<file path="src/rtl/div_seq_if.sv">
// -----------------------------------------------------------------------------
// div_seq_if
// Operand/result handshake bundle for the sequential divider.
//   in_valid  / in_ready  : operand handshake (requester -> divider)
//   in0, in1              : dividend, divisor (unsigned, WIDTH bits)
//   out_valid / out_ready : result handshake (divider -> consumer)
//   out                   : quotient
//   rem                   : remainder, present only when DIV_REM_OUT_EN is defined
// Modports: master = requester/consumer side, slave = divider side.
// -----------------------------------------------------------------------------
interface div_seq_if #(
   parameter int WIDTH = 32
);
   logic             in_valid;
   logic             in_ready;
   logic [WIDTH-1:0] in0;
   logic [WIDTH-1:0] in1;
   logic             out_valid;
   logic             out_ready;
   logic [WIDTH-1:0] out;
`ifdef DIV_REM_OUT_EN
   logic [WIDTH-1:0] rem;
`endif

   modport master (
      output in_valid, in0, in1, out_ready,
`ifdef DIV_REM_OUT_EN
      input  rem,
`endif
      input  in_ready, out_valid, out
   );

   modport slave (
      input  in_valid, in0, in1, out_ready,
`ifdef DIV_REM_OUT_EN
      output rem,
`endif
      output in_ready, out_valid, out
   );
endinterface

</file>
<file path="src/rtl/div_seq.sv">
// -----------------------------------------------------------------------------
// div_seq
// Iterative unsigned restoring divider: out = in0 / in1, one quotient bit per
// clock. Valid/ready handshakes on both the operand and the result side.
// Ports:
//   clock    : rising-edge clock
//   reset_n  : asynchronous active-low reset
//   bus      : div_seq_if.slave (operand and result handshakes, see interface)
// Configuration macro:
//   DIV_REM_OUT_EN : when defined the remainder is driven on bus.rem; otherwise
//                    it is kept internally only. Quotient, timing and handshake
//                    are identical in both builds.
// Divide by zero returns an all-ones quotient and the dividend as remainder,
// one cycle after acceptance; all other operands take WIDTH cycles of CALC.
// -----------------------------------------------------------------------------
module div_seq #(
   parameter int WIDTH = 32
) (
   input  logic     clock,
   input  logic     reset_n,
   div_seq_if.slave bus
);
   localparam int CW = $clog2(WIDTH + 1);

   typedef enum logic [1:0] {
      IDLE,
      CALC,
      DONE
   } state_t;

   state_t           state;
   state_t           state_nxt;

   logic [WIDTH-1:0] quo_q;    // dividend shifting out at the top, quotient shifting in at the bottom
   logic [WIDTH-1:0] div_q;    // latched divisor
   logic [WIDTH-1:0] part_q;   // partial remainder
   logic [CW-1:0]    cnt_q;    // quotient bits still to produce
   logic [WIDTH-1:0] out_q;    // published quotient, held until the next result
`ifdef DIV_REM_OUT_EN
   logic [WIDTH-1:0] rem_q;    // published remainder
`endif

   logic             accept;
   logic             last_bit;
   logic [WIDTH:0]   r_shift;
   logic             fits;
   logic [WIDTH-1:0] r_next;
   logic [WIDTH-1:0] quo_next;

   // One restoring step. The compare runs at WIDTH+1 bits because the shifted
   // partial remainder can exceed the divisor range; the subtraction result is
   // always below the divisor, so WIDTH bits of difference are exact.
   always_comb begin
      r_shift  = {part_q, quo_q[WIDTH-1]};
      fits     = (r_shift >= {1'b0, div_q});
      r_next   = fits ? (r_shift[WIDTH-1:0] - div_q) : r_shift[WIDTH-1:0];
      quo_next = {quo_q[WIDTH-2:0], fits};
   end

   // NOTE: every output of a combinational block is given a default first, so
   // no path through the case leaves a signal unassigned and infers a latch.
   always_comb begin
      state_nxt     = state;
      bus.in_ready  = 1'b0;
      bus.out_valid = 1'b0;
      case (state)
         IDLE: begin
            bus.in_ready = 1'b1;
            if (bus.in_valid) begin
               state_nxt = (bus.in1 == '0) ? DONE : CALC;
            end
         end
         CALC: begin
            if (cnt_q == CW'(1)) begin
               state_nxt = DONE;
            end
         end
         DONE: begin
            bus.out_valid = 1'b1;
            if (bus.out_ready) begin
               state_nxt = IDLE;
            end
         end
         default: state_nxt = IDLE;
      endcase
   end

   assign accept   = (state == IDLE) && bus.in_valid;
   assign last_bit = (state == CALC) && (cnt_q == CW'(1));

   // NOTE: sequential state uses non-blocking assignments so every register
   // samples pre-edge values regardless of statement order.
   always_ff @(posedge clock or negedge reset_n) begin
      if (!reset_n) begin
         state <= IDLE;
      end else begin
         state <= state_nxt;
      end
   end

   always_ff @(posedge clock or negedge reset_n) begin
      if (!reset_n) begin
         quo_q  <= '0;
         div_q  <= '0;
         part_q <= '0;
         cnt_q  <= '0;
         out_q  <= '0;
`ifdef DIV_REM_OUT_EN
         rem_q  <= '0;
`endif
      end else begin
         if (accept) begin
            quo_q  <= bus.in0;
            div_q  <= bus.in1;
            part_q <= '0;
            cnt_q  <= CW'(WIDTH);
            // Divide by zero skips CALC and publishes its fixed result at once.
            if (bus.in1 == '0) begin
               out_q <= '1;
`ifdef DIV_REM_OUT_EN
               rem_q <= bus.in0;
`endif
            end
         end else if (state == CALC) begin
            quo_q  <= quo_next;
            part_q <= r_next;
            cnt_q  <= cnt_q - CW'(1);
            // Results are published only on the final step so out/rem stay
            // at the previous result while the next division is running.
            if (last_bit) begin
               out_q <= quo_next;
`ifdef DIV_REM_OUT_EN
               rem_q <= r_next;
`endif
            end
         end
      end
   end

   assign bus.out = out_q;
`ifdef DIV_REM_OUT_EN
   assign bus.rem = rem_q;
`endif

endmodule

</file>
<file path="src/flat_wrapper.sv">
// flat-port wrapper written by rule: the top's interface ports become plain ports
module div_seq_flat 
#(
   parameter int WIDTH = 32
)
  (clock, reset_n, bus_in_valid, bus_in0, bus_in1, bus_out_ready, bus_in_ready, bus_out_valid, bus_out);
  div_seq_if #(.WIDTH(WIDTH)) bus_i ();
  input  logic clock;
  input  logic reset_n;
  input wire logic [$bits(bus_i.in_valid)-1:0] bus_in_valid;
  input wire logic [$bits(bus_i.in0)-1:0] bus_in0;
  input wire logic [$bits(bus_i.in1)-1:0] bus_in1;
  input wire logic [$bits(bus_i.out_ready)-1:0] bus_out_ready;
  output wire logic [$bits(bus_i.in_ready)-1:0] bus_in_ready;
  output wire logic [$bits(bus_i.out_valid)-1:0] bus_out_valid;
  output wire logic [$bits(bus_i.out)-1:0] bus_out;
  assign bus_i.in_valid = bus_in_valid;
  assign bus_i.in0 = bus_in0;
  assign bus_i.in1 = bus_in1;
  assign bus_i.out_ready = bus_out_ready;
  assign bus_in_ready = bus_i.in_ready;
  assign bus_out_valid = bus_i.out_valid;
  assign bus_out = bus_i.out;
  div_seq #(.WIDTH(WIDTH)) u_core (.clock(clock), .reset_n(reset_n), .bus(bus_i));
endmodule
</file>
<file path="config.mk">
export PLATFORM = sky130hd
export DESIGN_NAME = div_seq_flat
export DESIGN_NICKNAME = d
export VERILOG_FILES = /design/src/rtl/div_seq_if.sv /design/src/rtl/div_seq.sv /design/src/flat_wrapper.sv
export SDC_FILE = /design/constraint.sdc
export NUM_CORES = 1
export LEC_CHECK = 0
export BUFFER_PORTS_ARGS = -buffer_cell sky130_fd_sc_hd__clkbuf_2
export CAP_MARGIN = 20
export CORE_ASPECT_RATIO = 0.9
export CORE_MARGIN = 5
export CORE_UTILIZATION = 30
export CTS_BUF_LIST = sky130_fd_sc_hd__clkbuf_8
export DETAILED_ROUTE_END_ITERATION = 6
export SETUP_SLACK_MARGIN = 0.4
export SLEW_MARGIN = 20
export SYNTH_ARGS = -nofsm -noshare
export SYNTH_HDL_FRONTEND = slang
export SYNTH_SLANG_ARGS = --single-unit
</file>
<file path="constraint.sdc">
create_clock -name clock -period 3.25 [get_ports clock]
set_input_delay 0.1625 -clock clock [delete_from_list [all_inputs] [get_ports clock]]
set_output_delay 0.1625 -clock clock [all_outputs]
set_load 0.02 [all_outputs]
</file>
==> results.py <==
metrics = {
    "finish": {
        "drive_gt1_share_pct": 21.9,
        "antenna-diode-count": 0,
        "area_delta_synth_final_pct": 31.6,
        "fin_cells": 1359,
        "nets": 1107,
    },
    "worst_setup_path": {
        "critPathMaxStageDelay_ns": 0.44,
        "critPathCaptureType": "register",
        "crit_arrival_ns": 3.18,
        "cpMostUsedCell": "a31oi_4",
        "cp_data_required_time_ns": 3.55,
        "path_cells": "inv_1, ha_1, nor2b_2, o21ba_4, or4_4, a31oi_4, o2111ai_2, a31oi_4, buf_6, buf_12, mux2i_1, a211oi_2",
        "crit_path_top_delay_cell": "or4_4",
        "worst_setup_path_start_kind": "register",
        "worstPathMaxFanout": 5,
        "path_class": "reg2reg",
    },
    "global_routing": {
        "grt_pass1_wl_mm": 35.0,
        "grt_max_degree": 83,
        "grt_use_total_pct": 15.0,
        "grt_antenna_before_repair": 0,
        "grt_pass1_vias": 6762,
        "grt.overflow.total": 0,
    },
    "power_and_ir_drop": {
        "p_leak_nw": 4.49,
        "power.clock.fraction_pct": 10.2,
        "seq_power_share_pct": 23.9,
        "power_mw": 13.3,
        "ir_drop_mv": 0.569,
        "p_int_mw": 7.36,
        "power_density_mw_per_mm2": 1330,
        "combPwrFrac_pct": 65.9,
        "p_sw_mw": 5.95,
        "p_sw_share_pct": 44.7,
    },
    "route": {
        "drc": 0,
        "viasPerCell": 4.92,
        "drt_wl_total_mm": 21.4,
        "ant_nets": 0,
        "drt_pass1_iterations": 5,
        "wl_per_cell_um": 15.8,
        "drt_iter0_markers": 458,
        "vias": 6684,
    },
    "timing": {
        "finalSetupViolations": 0,
        "tightestPinTransition_ns": 0.792,
        "report.final.slew_viol_count": 0,
        "layout_min_cycle_time_ns": 2.88,
        "finalHoldViolations": 0,
        "post-route-period-util_pct": 88.5,
        "slew_headroom_pct": 47.2,
        "worst_slack_ns": 0.374,
        "skew_ns": 0.0155,
        "fin_tns_setup_ns": 0,
        "rsz0062_at_grt": "true",
        "fmax_ghz": 0.348,
    },
    "synthesis": {
        "synth.net_count": 936,
        "synth.distinct_cells": 62,
        "synth_top_area_cell": "dfrtp_1",
        "ys_seq_area_share_pct": 44.8,
        "synth_edf_count": 0,
        "synth_area_per_cell_um2": 9.12,
        "post-synth-top-count-cell": "dfrtp_1",
        "syn_area_mm2": 0.00760,
        "synthFlopType": "dfrtp_1",
        "syn_inst": 833,
        "yosys-top-cells-count": "dfrtp_1 (136), nand2_1 (122), nor2_1 (68)",
        "synthTopCellsByArea": "dfrtp_1 (45%), nand2_1 (6.0%), ha_1 (5.6%)",
        "synth-warning-count": 0,
        "synth_top_cell_area_share_pct": 44.8,
        "ys_seq_elements": 136,
        "synthArstFlopShare_pct": 100,
    },
    "cts": {
        "clk_pin_slew_worst_paths_ns": 0.09,
        "cts_max_path_buffers": 2,
        "insertion_delay_ns": 0.46,
        "cts-root-buf": "clkbuf_8",
        "cts_max_level": 4,
        "cts_tree": "done",
        "clock_sinks": 136,
        "cts_made_buffers": 17,
    },
    "run_status": {
        "status": "finished, final reports clean",
    },
    "floorplanning": {
        "core_area_mm2": 0.0250,
        "die_h_um": 161,
        "num_rows": 55,
        "start_util_pct": 30.3,
        "dieArea_mm2": 0.0286,
        "io_pins": 102,
        "dieWidth_um": 178,
    },
    "placement": {
        "gp_congestion": 0.812,
        "dp_hpwl_mm": 14.2,
        "dp_slack_ns": 0.266,
        "numPortBuffers": 101,
        "placed_cells": 1240,
    },
    "min_path": {
        "min_path_type": "in2async",
    },
    "run": {
        "cap_viol_max_count": 0,
    },
}
placed cells by master (no fill, tap or decap), types with 5 or more instances in the layout:
cell type / synthesis / routed
dfrtp_1: 136 / 136
nand2_1: 122 / 121
clkbuf_2: 0 / 100
nor2_1: 68 / 67
dlygate4sd3_1: 0 / 66
o21ai_0: 57 / 57
inv_1: 43 / 43
a31oi_1: 42 / 42
a21oi_1: 42 / 39
o22a_1: 31 / 31
buf_4: 1 / 25
xnor2_1: 22 / 22
mux2i_1: 21 / 19
ha_1: 34 / 18
clkbuf_8: 0 / 17
a21o_1: 16 / 16
a211oi_1: 18 / 14
nor4_1: 11 / 11
nand3_1: 10 / 10
ha_2: 0 / 9
o21bai_1: 8 / 8
and3_1: 8 / 8
nand4_1: 7 / 7
o21a_1: 7 / 7
ha_4: 0 / 7
inv_6: 0 / 7
o211ai_1: 6 / 6
xor2_1: 5 / 5
worst max-delay path: cells and delay by family (launching register included):
family,cells,cell delay (ns)
adder cells (fa/ha/maj),1,0.30
buffers and inverters,3,0.39
multiplexers,1,0.23
flip-flops,1,0.36
AND/OR/NAND/NOR,2,0.61
AO/OA/AOI/OAI,5,0.83
timing repair:
| action | in CTS | in global routing |
|---|---|---|
| setup endpoints to repair | 30 | 33 |
| buffers inserted | 9 | 8 |
| gates cloned | 3 | 1 |
| endpoints found under the hold margin | 128 | 0 |
| hold buffers | 66 | 0 |
| gates resized for setup | 22 | 28 |
| pin swaps | 13 | 26 |
state kept, by name, summed over array words and instances, names as in the netlist:
| register | cells |
|---|---|
| u_core.cnt_q | 6 |
| u_core.bus.out | 32 |
| u_core.quo_q | 32 |
| u_core.state | 2 |
| u_core.div_q | 32 |
| u_core.part_q | 32 |
final cells by class:
cell class,count,area (um^2)
tap,342,428
timing repair buffer,203,1580
inverter,43,161
clock buffer,17,234
clock inverter,15,139
multi-input combinational,603,4050
sequential,136,3400
fill,2492,15000
worst paths after layout:
| check | slack, ns | startpoint | to | depth (start not counted) |
|---|---|---|---|---|
| setup / recovery | 0.37 | u_core.div_q[1]$_DFFE_PN0P_ | u_core.part_q[18]$_DFFE_PN0P_ | 12 |
| hold / removal | 0.27 | reset_n | u_core.div_q[16]$_DFFE_PN0P_ | 2 |
| setup reg to reg | 0.37 | u_core.div_q[1]$_DFFE_PN0P_ | u_core.part_q[18]$_DFFE_PN0P_ | 12 |
| hold reg to reg | 0.49 | u_core.bus.out[6]$_DFFE_PN0P_ | u_core.bus.out[6]$_DFFE_PN0P_ | 1 |
| max in group asynchronous | 2.23 | reset_n | u_core.part_q[7]$_DFFE_PN0P_ | 3 |
| min in group clock | 0.29 | bus_in_valid | u_core.bus.out[0]$_DFFE_PN0P_ | 6 |
power by group through the flow:
stage | Sequential, mW | Clock (mW) | Combinational, mW
after global routing | 3.29 | 1.47 | 9.69
after floorplan | 3.29 | 0 | 5.55
final | 3.18 | 1.36 | 8.77
after detailed placement | 3.18 | 0 | 7.41
after CTS | 3.16 | 1.40 | 8.19
after global placement | 3.16 | 0 | 7.35
per-layer routing:
layer,wire (um),GRT usage [%]
met1,10700,21.9
met2,9600,22.6
met3,747,3.00
met4,420,4.57
met5,0,0
logic make-up (layout without fill, tap and decap cells):
family	after synthesis	in the layout	share of synthesized area, %
compound gates	261	261	23.4
simple gates	259	259	15.2
buf+inv	94	278	4.91
xor+xnor	27	27	3.11
mux	21	21	2.77
flops	136	136	44.8
fa+ha+maj	35	35	5.86
stage by stage:
step / area, um^2 / utilization, % / hold slack, ns
floorplan: 7600 / - / -0.133
finish: 10000 / 39.9 / 0.266
detailed placement: 8480 / 33.9 / 0.200
CTS: 9780 / 39.0 / 0.253
global placement: 8480 / 33.9 / 0.202
global route: 10000 / 39.9 / 0.293
No activity file was read; power rests on OpenSTA's default activity.
